===== src/rtl/sample_packer_pkg.sv =====
// sample_packer_pkg: shared mode codes, FSM state and sample-width helper
// used by sample_packer and bit_accumulator.
package sample_packer_pkg;

  localparam logic [1:0] MODE_QUANT = 2'd0;
  localparam logic [1:0] MODE_RAW_I = 2'd1;
  localparam logic [1:0] MODE_RAW_Q = 2'd2;
  localparam logic [1:0] MODE_TEST  = 2'd3;

  typedef enum logic {
    ST_IDLE = 1'b0,
    ST_RUN  = 1'b1
  } state_e;

  // Bits contributed per strobed sample in a given mode.
  // Test mode bypasses the accumulator, so it appends nothing.
  function automatic int sb_of(
    input logic [1:0] m,
    input int         sb_q,
    input int         raw_w
  );
    int r;
    case (m)
      MODE_QUANT: r = sb_q;
      MODE_RAW_I: r = raw_w;
      MODE_RAW_Q: r = raw_w;
      default:    r = 0;
    endcase
    return r;
  endfunction

endpackage


===== src/rtl/sample_packer_bit_accumulator.sv =====
// bit_accumulator: MSB-first variable-width bit packer.
// Ports: clk, rst_n (sync, active-low); in_valid/in_data/in_bits
// append a right-aligned sample of in_bits bits; flush drops any
// remainder after this cycle's extraction; word_valid/word give the
// top WORD_W bits whenever the fill reaches WORD_W; fill is the count
// of held bits.
module bit_accumulator
  import sample_packer_pkg::*;
#(
  parameter int WORD_W = 16,
  parameter int SB_MAX = 12,
  localparam int ACC_W = WORD_W + SB_MAX - 1,
  localparam int CW    = $clog2(WORD_W + SB_MAX)
) (
  input  logic              clk,
  input  logic              rst_n,
  input  logic              in_valid,
  input  logic [SB_MAX-1:0] in_data,
  input  logic [CW-1:0]     in_bits,
  input  logic              flush,
  output logic              word_valid,
  output logic [WORD_W-1:0] word,
  output logic [CW-1:0]     fill
);

  logic [ACC_W-1:0]  acc_q, acc_d;
  logic [CW-1:0]     fill_q, fill_d;
  logic [SB_MAX-1:0] s_top;
  logic [ACC_W-1:0]  s_ext;
  logic [ACC_W-1:0]  merged;
  logic [CW-1:0]     total;

  // Held bits are left-aligned in acc_q with zeros below, so a new
  // sample is left-aligned, shifted down by the fill and OR-ed in.
  always_comb begin
    s_top      = in_data << (CW'(SB_MAX) - in_bits);
    s_ext      = {s_top, {(WORD_W-1){1'b0}}};
    merged     = acc_q | (s_ext >> fill_q);
    total      = fill_q + in_bits;
    word       = merged[ACC_W-1 -: WORD_W];
    word_valid = 1'b0;
    acc_d      = acc_q;
    fill_d     = fill_q;
    if (in_valid) begin
      acc_d  = merged;
      fill_d = total;
      if (total >= CW'(WORD_W)) begin
        word_valid = 1'b1;
        acc_d      = merged << WORD_W;
        fill_d     = total - CW'(WORD_W);
      end
    end
    if (flush) begin
      acc_d  = '0;
      fill_d = '0;
    end
  end

  always_ff @(posedge clk) begin
    if (!rst_n) begin
      acc_q  <= '0;
      fill_q <= '0;
    end else begin
      acc_q  <= acc_d;
      fill_q <= fill_d;
    end
  end

  assign fill = fill_q;

endmodule


===== src/rtl/sample_packer.sv =====
// sample_packer: packs strobed quantized I/Q (all channels) or raw I/Q
// (one channel) MSB-first into WORD_W words framed into packets of
// PKT_WORDS words; mode/enable/raw_sel take effect at packet ends.
// Ports: source_clk, source_reset_n (sync, active-low); enable, mode,
// raw_sel control; in_valid, qi, qq, raw_i, raw_q sample inputs;
// out_data, out_en, out_packet_end, packet_count outputs.
// Macro SAMPLE_PACKER_TESTPAT_EN: mode 3 emits a per-packet word ramp;
// without it mode 3 emits nothing and re-latches mode every idle cycle.
module sample_packer
  import sample_packer_pkg::*;
#(
  parameter int NUM_CH    = 3,
  parameter int QBITS     = 2,
  parameter int RAW_W     = 8,
  parameter int WORD_W    = 16,
  parameter int PKT_WORDS = 720,
  localparam int SW = (NUM_CH > 1) ? $clog2(NUM_CH) : 1
) (
  input  logic                    source_clk,
  input  logic                    source_reset_n,
  input  logic                    enable,
  input  logic [1:0]              mode,
  input  logic [SW-1:0]           raw_sel,
  input  logic                    in_valid,
  input  logic [NUM_CH*QBITS-1:0] qi,
  input  logic [NUM_CH*QBITS-1:0] qq,
  input  logic [NUM_CH*RAW_W-1:0] raw_i,
  input  logic [NUM_CH*RAW_W-1:0] raw_q,
  output logic [WORD_W-1:0]       out_data,
  output logic                    out_en,
  output logic                    out_packet_end,
  output logic [15:0]             packet_count
);

  localparam int SB_Q   = 2 * NUM_CH * QBITS;
  localparam int SB_MAX = (SB_Q > RAW_W) ? SB_Q : RAW_W;
  localparam int CW     = $clog2(WORD_W + SB_MAX);
  localparam int WCW    = $clog2(PKT_WORDS);
  localparam logic [WCW-1:0] LAST_W = WCW'(PKT_WORDS - 1);

  state_e            state_q, state_d;
  logic [1:0]        mode_q, mode_d;
  logic [SW-1:0]     sel_q, sel_d;
  logic [WCW-1:0]    wcnt_q, wcnt_d;
  logic [15:0]       pkt_q, pkt_d;
  logic [WORD_W-1:0] out_data_q, out_data_d;
  logic              out_en_q, out_en_d;
  logic              out_end_q, out_end_d;

  logic              run;
  logic [SB_Q-1:0]   s_quant;
  logic [RAW_W-1:0]  s_raw;
  logic [SB_MAX-1:0] s_data;
  logic [CW-1:0]     s_bits;
  logic              acc_valid;
  logic              acc_flush;
  logic              acc_word_valid;
  logic [WORD_W-1:0] acc_word;
  logic [CW-1:0]     acc_fill;
  logic              tp_emit;
  logic [WORD_W-1:0] tp_word;
  logic              relatch;
  logic              emit;
  logic              last;
  logic              boundary;
  logic [WORD_W-1:0] emit_word;

  assign run = (state_q == ST_RUN);

  // Sample formation: channel 0 most significant, I before Q.
  always_comb begin
    s_quant = '0;
    for (int k = 0; k < NUM_CH; k++) begin
      s_quant[SB_Q-1-2*k*QBITS -: QBITS] =
        qi[k*QBITS +: QBITS];
      s_quant[SB_Q-1-(2*k+1)*QBITS -: QBITS] =
        qq[k*QBITS +: QBITS];
    end
  end

  // Channel 0 is the fallback for out-of-range selects.
  always_comb begin
    s_raw = (mode_q == MODE_RAW_Q) ?
      raw_q[RAW_W-1:0] : raw_i[RAW_W-1:0];
    for (int k = 1; k < NUM_CH; k++) begin
      if (int'(sel_q) == k) begin
        s_raw = (mode_q == MODE_RAW_Q) ?
          raw_q[k*RAW_W +: RAW_W] :
          raw_i[k*RAW_W +: RAW_W];
      end
    end
  end

  always_comb begin
    unique case (mode_q)
      MODE_QUANT: s_data = SB_MAX'(s_quant);
      MODE_RAW_I: s_data = SB_MAX'(s_raw);
      MODE_RAW_Q: s_data = SB_MAX'(s_raw);
      default:    s_data = '0;
    endcase
    s_bits = CW'(sb_of(mode_q, SB_Q, RAW_W));
  end

  assign acc_valid = run && in_valid &&
                     (mode_q != MODE_TEST);

  bit_accumulator #(
    .WORD_W (WORD_W),
    .SB_MAX (SB_MAX)
  ) u_acc (
    .clk        (source_clk),
    .rst_n      (source_reset_n),
    .in_valid   (acc_valid),
    .in_data    (s_data),
    .in_bits    (s_bits),
    .flush      (acc_flush),
    .word_valid (acc_word_valid),
    .word       (acc_word),
    .fill       (acc_fill)
  );

`ifdef SAMPLE_PACKER_TESTPAT_EN
  // The ramp restarts with the word counter at each packet start.
  assign tp_emit = run && in_valid &&
                   (mode_q == MODE_TEST);
  assign tp_word = WORD_W'(wcnt_q);
  assign relatch = 1'b0;
`else
  // Mode 3 never emits, so it would never reach a packet end;
  // treat every empty packet-start cycle as a boundary instead.
  assign tp_emit = 1'b0;
  assign tp_word = '0;
  assign relatch = run && (mode_q == MODE_TEST) &&
                   (wcnt_q == '0) && (acc_fill == '0);
`endif

  assign emit      = acc_word_valid | tp_emit;
  assign emit_word = tp_emit ? tp_word : acc_word;
  assign last      = emit && (wcnt_q == LAST_W);
  assign boundary  = last | relatch;

  // FSM: state register.
  always_ff @(posedge source_clk) begin
    if (!source_reset_n) begin
      state_q <= ST_IDLE;
      mode_q  <= MODE_QUANT;
      sel_q   <= '0;
    end else begin
      state_q <= state_d;
      mode_q  <= mode_d;
      sel_q   <= sel_d;
    end
  end

  // FSM: next state and control latching.
  // Residual bits survive a boundary only if the mode is unchanged.
  always_comb begin
    state_d   = state_q;
    mode_d    = mode_q;
    sel_d     = sel_q;
    acc_flush = 1'b0;
    unique case (state_q)
      ST_IDLE: begin
        if (enable) begin
          state_d = ST_RUN;
          mode_d  = mode;
          sel_d   = raw_sel;
        end
      end
      ST_RUN: begin
        if (boundary) begin
          if (!enable) begin
            state_d   = ST_IDLE;
            acc_flush = 1'b1;
          end else begin
            mode_d    = mode;
            sel_d     = raw_sel;
            acc_flush = (mode != mode_q);
          end
        end
      end
      default: state_d = ST_IDLE;
    endcase
  end

  // FSM: outputs and counters.
  always_comb begin
    out_en_d   = emit;
    out_end_d  = last;
    out_data_d = emit ? emit_word : out_data_q;
    wcnt_d     = wcnt_q;
    pkt_d      = pkt_q;
    if (emit) begin
      wcnt_d = last ? '0 : wcnt_q + WCW'(1);
    end
    if (last) begin
      pkt_d = pkt_q + 16'd1;
    end
  end

  always_ff @(posedge source_clk) begin
    if (!source_reset_n) begin
      out_data_q <= '0;
      out_en_q   <= 1'b0;
      out_end_q  <= 1'b0;
      wcnt_q     <= '0;
      pkt_q      <= '0;
    end else begin
      out_data_q <= out_data_d;
      out_en_q   <= out_en_d;
      out_end_q  <= out_end_d;
      wcnt_q     <= wcnt_d;
      pkt_q      <= pkt_d;
    end
  end

  assign out_data       = out_data_q;
  assign out_en         = out_en_q;
  assign out_packet_end = out_end_q;
  assign packet_count   = pkt_q;

endmodule


===== config.mk =====
export PLATFORM = sky130hd
export DESIGN_NAME = sample_packer
export DESIGN_NICKNAME = d
export VERILOG_FILES = /design/src/rtl/sample_packer_pkg.sv /design/src/rtl/sample_packer_bit_accumulator.sv /design/src/rtl/sample_packer.sv
export SDC_FILE = /design/constraint.sdc
export NUM_CORES = 1
export LEC_CHECK = 0
export CAP_MARGIN = 15
export CORE_MARGIN = 1
export CORE_UTILIZATION = 35
export CTS_CLUSTER_SIZE = 28
export DETAILED_ROUTE_END_ITERATION = 16
export DONT_BUFFER_PORTS = 1
export GPL_TIMING_DRIVEN = 0
export HOLD_SLACK_MARGIN = 0.06
export SLEW_MARGIN = 20
export SYNTH_ARGS = -nofsm -noshare
export SYNTH_HDL_FRONTEND = slang
export SYNTH_SLANG_ARGS = --single-unit

===== constraint.sdc =====
create_clock -name source_clk -period 6.2 [get_ports source_clk]
set_input_delay 1.24 -clock source_clk [delete_from_list [all_inputs] [get_ports source_clk]]
set_output_delay 1.24 -clock source_clk [all_outputs]
set_load 0.01 [all_outputs]

# ---- Word level (Yosys, flattened, before mapping)
# Index checks and enable logic that the tools add are counted.
dict set report word_totals {
  inputBits 68
  regBits 81
  out_inout_bits 34
}
dict set report op_classes {
  order_cmp 1
  n_shift 2
  bitwise_logic 4
  addsub 5
  n_reduce_logical 11
  muxes 24
  n_eq_ne 9
}
# op n
set op_table {}
lappend op_table {{$mux 8} 5}
lappend op_table {{$mux 27} 1}
lappend op_table {{$or 27x27->27} 1}
lappend op_table {{$shr 27x5->27} 1}
lappend op_table {{$pmux 12 s2} 1}
lappend op_table {{$add 16x1->16 const B} 1}
lappend op_table {{$shl 12x5->12} 1}
lappend op_table {{$add 10x1->10 const B} 1}
lappend op_table {{$eq 10x10->1 const B} 1}
lappend op_table {{$logic_not 10->1} 1}
lappend op_table {{$mux 10} 1}
lappend op_table {{$eq 2x2->1 const B} 4}
lappend op_table {{$mux 2} 4}
lappend op_table {{$pmux 2 s2} 2}
lappend op_table {{$pmux 4 s2} 1}
lappend op_table {{$mux 1} 7}
lappend op_table {{$logic_and 1x1->1} 6}
lappend op_table {{$add 5x4->5} 1}
lappend op_table {{$ge 5x5->1 const B} 1}
lappend op_table {{$logic_not 5->1} 1}
lappend op_table {{$mux 5} 1}
lappend op_table {{$sub 4x4->5 const A} 1}
lappend op_table {{$sub 5x5->5 const B} 1}
lappend op_table {{$reduce_or 2->1} 2}
lappend op_table {{8 further kinds} 9}

# ---- Logic depth before layout (Yosys ltp)
dict set report logic_depth {
  ltp_word 12
  depth_mapped 13
}

# ---- Cells and area by module
# From an unflattened synthesis, not the netlist that was laid out.
dict set report unflattened {
  hier_cells 708
  hier_area_um2 6002.0
}
# mod instances area_per_inst_um2 cells_each
set modules_own_cells {}
lappend modules_own_cells {bit_accumulator 1 3269.4 391}
lappend modules_own_cells {sample_packer 1 2732.6 317}

# ---- Worst setup path after synthesis
# No wires, ideal clock.
dict set report synth_path {
  path_kind {flip-flop to flip-flop}
  start {register mode_q[1]}
  end {register mode_q[0]}
  path_slack_ns 3.355
  n_path_buf 3
  setup_time_ns 0.128
  stages_incl_launch_ff 13
  required_time_ns 6.072
  arrival_time_ns 2.717
  cell_sequence {dfxtp_1 > ha_1 > buf_2 > clkinv_1 > fa_1 > buf_4 > and4b_1 > buf_4 > nand4_4 > o21ai_2 > o21ai_1 > mux2i_1 > nor2_1}
}
dict set report synth_via {
  elab_chain_len 10
  elab_cells_between_ends 18
  classes_between {add/sub (1); order compare (1); eq/ne (5); mux (3); bitwise (1); reduce/logical (7)}
}
# item line
set synth_rtl {}
lappend synth_rtl {{start: declaration} sample_packer.sv:42} ;# logic [1:0] mode_q, mode_d;
lappend synth_rtl {{start signal: assignment} sample_packer.sv:150} ;# mode_q <= mode_d;
lappend synth_rtl {{$eq 2x2->1 or $eq 2x1->1 (tied branches)} sample_packer_pkg.sv:23} ;# case (m)
lappend synth_rtl {{$reduce_or 2->1 (no line)} --}
lappend synth_rtl {{$pmux 4 s2} sample_packer_pkg.sv:23}
lappend synth_rtl {{$add 5x4->5} sample_packer_bit_accumulator.sv:39} ;# total = fill_q + in_bits;
lappend synth_rtl {{$ge 5x5->1} sample_packer_bit_accumulator.sv:47} ;# if (total >= CW'(WORD_W)) begin
lappend synth_rtl {{$mux 1} sample_packer_bit_accumulator.sv:47}
lappend synth_rtl {{$mux 1} sample_packer_bit_accumulator.sv:44} ;# if (in_valid) begin
lappend synth_rtl {{$logic_and 1x1->1} sample_packer.sv:139} ;# assign last = emit && (wcnt_q == LAST_W);
lappend synth_rtl {{$or 1x1->1 (*)} sample_packer.sv:140} ;# assign boundary = last | relatch;
lappend synth_rtl {{$ne 2x1->1 (no line) (*)} --}
# Mark *: on every way between the ends. The rest lies on a longest branch, timed or not.
# A chain may end at the register's enable or synchronous reset.

# ---- Final worst setup path
dict set report layout_path {
  start {register mode_q[1]}
  end {register u_acc.acc_q[14]}
}
dict set report layout_via {
  elab_chain_len 12
  elab_cells_between_ends 33
  classes_between {add/sub (2); order compare (1); eq/ne (5); shift (2); mux (13); bitwise (2); reduce/logical (8)}
}
# item line
set layout_rtl {}
lappend layout_rtl {{$eq 2x2->1 or $eq 2x1->1 (tied branches)} --}
lappend layout_rtl {{$reduce_or 2->1 (no line)} --}
lappend layout_rtl {{$pmux 4 s2} sample_packer_pkg.sv:23}
lappend layout_rtl {{$add 5x4->5} sample_packer_bit_accumulator.sv:39}
lappend layout_rtl {{$ge 5x5->1} sample_packer_bit_accumulator.sv:47}
lappend layout_rtl {{$mux 1} sample_packer_bit_accumulator.sv:47}
lappend layout_rtl {{$mux 1} sample_packer_bit_accumulator.sv:44}
lappend layout_rtl {{$logic_and 1x1->1} sample_packer.sv:139}
lappend layout_rtl {{$or 1x1->1} sample_packer.sv:140}
lappend layout_rtl {{$mux 1} sample_packer.sv:171} ;# if (boundary) begin
lappend layout_rtl {{$mux 1} sample_packer.sv:162} ;# unique case (state_q)
lappend layout_rtl {{$reduce_or 2->1 (no line)} --}
lappend layout_rtl {{end signal: assignment} sample_packer_bit_accumulator.sv:61} ;# acc_q <= '0;
lappend layout_rtl {{end signal: assignment} sample_packer_bit_accumulator.sv:64} ;# acc_q <= acc_d;
lappend layout_rtl {{end: declaration} sample_packer_bit_accumulator.sv:26} ;# logic [ACC_W-1:0] acc_q, acc_d;
# Several ways; a longest one is shown, not always the timed one.

==> results.md <==
- DRC violations left: 0
- Fin cells: 701
- EDFF count, synth: 0
- Most numerous cell in the Yosys netlist: dfxtp_1
- Reg power frac: 0.430
- Die Ht: about 110 microns
- Setup crit start: mode_q[1]
- First-pass GRT wire length: ~20 mm
- Final Max Tran Viols: 0
- # port buffers: 0
- # diodes: 0
- Via density: about 5.7
- Worst-margin pin slew: between 0.6 and 0.7 ns
- FF-to-FF Start: mode_q[1]
- CTS Hold Bufs: 0
- Syn_nets: approximately 590
- Sequential-to-total area share from yosys stat: 0.357
- Top cells by count, synth: dfxtp_1 (78), nor2_1 (71), nand2_1 (47)
- Die Wd: approximately 110 microns
- Clk pwr share: 0.407
- Total Wirelength: roughly 13 mm
- NetSw: 357 uW
- Area Growth Syn to Fin: 11.1%
- Worst-path clk slew: roughly 0.060 ns
- TritonRoute pass-1 iters: 5
- CTS H-tree lvls: 3
- Setup WS post-layout: 2.64 ns
- Gate Count Post-Synth: 517
- Critical path data required time: about 6.5 ns
- P_leak: 0.00176 uW
- Cell area power density: approximately 250 nW/um^2
- Final clock period utilization by the worst path: 0.574
- Post-synth top flop: dfxtp_1
- Final Core Density: 0.402
- Worst Setup Start Kind: register
- Synth top area share: 0.357
- Full die area: ~13000 sq um
- DRT iter0 DRCs: 267
- Largest net degree at the start of global routing: 14
- Sink Count: between 70 and 80
- RSZ-0062 raised after global routing: no
- Net Sw Frac: 0.293
- Final Setup Violations: 0
- Worst-path cell chain: ha_1, buf_2, clkinv_1, fa_1, buf_4, and4b_1, buf_4, nand4_4, o21ai_2, a21oi_4, nand2_1, buf_2, nor3_1
- I/O Pins: ~100
- GRT Residual Overflow: 0
- Routed len/inst: approximately 18 microns
- Tmin final: between 3 and 4 ns
- Asr flop ratio synth: 0
- Post-CTS Resized: 0
- Mapped Area: approximately 4400 sq um
- GRT Overall Usage: 0.198
- Post-CTS setup buffer count: 0
- Largest cells by area after synthesis: dfxtp_1 (36%), mux2i_1 (6.2%), nor2_1 (6.1%)
- Initial core utilization: 0.361
- Synthesized flop and latch total: slightly below 80
- Hold WC Path Type: reg -> reg
- DPL Wire Length: ~9.9 mm
- Hold Fails Final Rpt: 0
- Leading area contributor after synthesis: dfxtp_1
- Ys Warns: 0
- Initial antenna violation count: 0
- Via count: 3962
- Max cap viols: 0
- CP peak stage delay: just over 0.5 ns
- Root buffer cell: clkbuf_16
- Status: finished, final reports clean
- Dpl ws: 2.69 ns
- Setup TNS: 0 ns
- Antenna Nets Post-Route: 0
- Clock latency on the worst-skew pair: between 0.3 and 0.4 ns
- Pint: about 860 uW
- Relative slew slack: 0.548
- Crit path capture type: register
- Nets: a little over 600
- Clock buffer depth: 2
- CP max stage cell: fa_1
- Combinational power share: 0.163
- # fillers: about 1300
- Maximum clock rate: ~280 MHz
- CTS tree: yes
- Worst vdd ir: ~0.15 mV
- # rows: 40
- Core Footprint: 12100 sq um
- Critical path class: reg -> reg
- Placed insts: 685
- Fraction of layout cells with a size suffix above 1: 0.105
- Number of CTS-inserted buffers: 9
- CP arrival: about 3.8 ns
- Post-synth cell types: roughly 70
- Vias in the first global route: 3845
- GP Congestion: a little under 0.9
- Worst Skew: about 0.0094 ns
- Avg Cell Area, Syn: ~8.5 sq um
- Min-delay src: u_acc.acc_q[6]
- Critical path peak fanout: 10
stage by stage:
stage	instance area, sq um	power, uW	hold slack, ns
floorplan	4380	680	0.428
global placement	4590	729	0.448
detailed placement	4590	731	0.462
CTS	4860	1220	0.476
global route	4860	1260	0.501
finish	4860	1220	0.468
path summary, 6_finish.rpt:
check                                       end  slack, ns  cells past startpoint
worst max-delay path            u_acc.acc_q[14]       2.64                     13
worst max register to register  u_acc.acc_q[14]       2.64                     13
worst min-delay path             u_acc.acc_q[6]       0.47                      2
worst min register to register   u_acc.acc_q[6]       0.47                      2
logic make-up (layout without fill, tap and decap cells):
logic type,count (synthesis),in the layout,share of synthesized area
XOR/XNOR,25,25,0.0517
adder cells (fa/ha/maj),8,8,0.0246
AND/OR/NAND/NOR,201,201,0.228
AO/OA/AOI/OAI,134,134,0.225
flip-flops,78,78,0.357
buffers and inverters,43,59,0.0492
multiplexers,28,28,0.0643
worst max-delay path: cells and delay by family, from the launching register on:
| kind | cells | cell delay (ns) |
|---|---|---|
| buffers and inverters | 5 | 1.19 |
| adders and majority gates | 2 | 0.73 |
| and+or+nand+nor | 4 | 0.70 |
| AOI/OAI and AO/OA | 2 | 0.44 |
| DFF | 1 | 0.43 |
flip-flops by register name, summed over array words and instances, names as in the netlist:
signal	flops
u_acc.acc_q	27
sel_q	2
out_data	16
wcnt_q	10
run	1
out_en	1
out_packet_end	1
u_acc.fill	2
mode_q	2
packet_count	16
power groups by stage:
stage	sequential, uW	clock [uW]	combinational [uW]
2_1_floorplan	532	0	148
3_3_place_gp	535	0	194
3_5_place_dp	535	0	196
4_1_cts	524	498	197
5_1_grt	525	524	214
6_report	524	497	199
per-layer routing:
layer	global-route usage	wire length [microns]
met1	0.251	5670
met2	0.339	6290
met3	0.0356	554
met4	0.0667	293
met5	0	0
layout by cell type (no fill, tap or decap), types with 4 or more instances in the layout:
| cell type | netlist | routed |
|---|---|---|
| a2111oi_2 | 5 | 5 |
| a211oi_1 | 5 | 5 |
| a21oi_1 | 40 | 40 |
| a31oi_1 | 12 | 12 |
| a32oi_1 | 4 | 4 |
| and3_1 | 12 | 12 |
| clkbuf_1 | 14 | 14 |
| clkbuf_16 | 0 | 9 |
| clkinv_2 | 0 | 4 |
| dfxtp_1 | 78 | 78 |
| ha_1 | 7 | 7 |
| inv_1 | 16 | 16 |
| mux2i_1 | 27 | 27 |
| nand2_1 | 47 | 47 |
| nand2b_1 | 5 | 5 |
| nand3_1 | 13 | 13 |
| nand4_1 | 6 | 6 |
| nor2_1 | 71 | 71 |
| nor3_1 | 20 | 20 |
| o21ai_0 | 21 | 21 |
| o221ai_1 | 4 | 4 |
| or3_1 | 5 | 5 |
| xnor2_1 | 12 | 12 |
| xor2_1 | 12 | 12 |
area by class of cell:
class / instances / area (sq um) / area share
clock inverter: 6 / 37.5 / 0.00772
buffer: 24 / 144 / 0.0296
inverter: 19 / 71.3 / 0.0147
clock buffer: 10 / 239 / 0.0491
sequential: 78 / 1560 / 0.321
tap: 168 / 210 / 0.0432
multi-input combinational: 396 / 2600 / 0.535
Power figures use the tool's default switching activity.
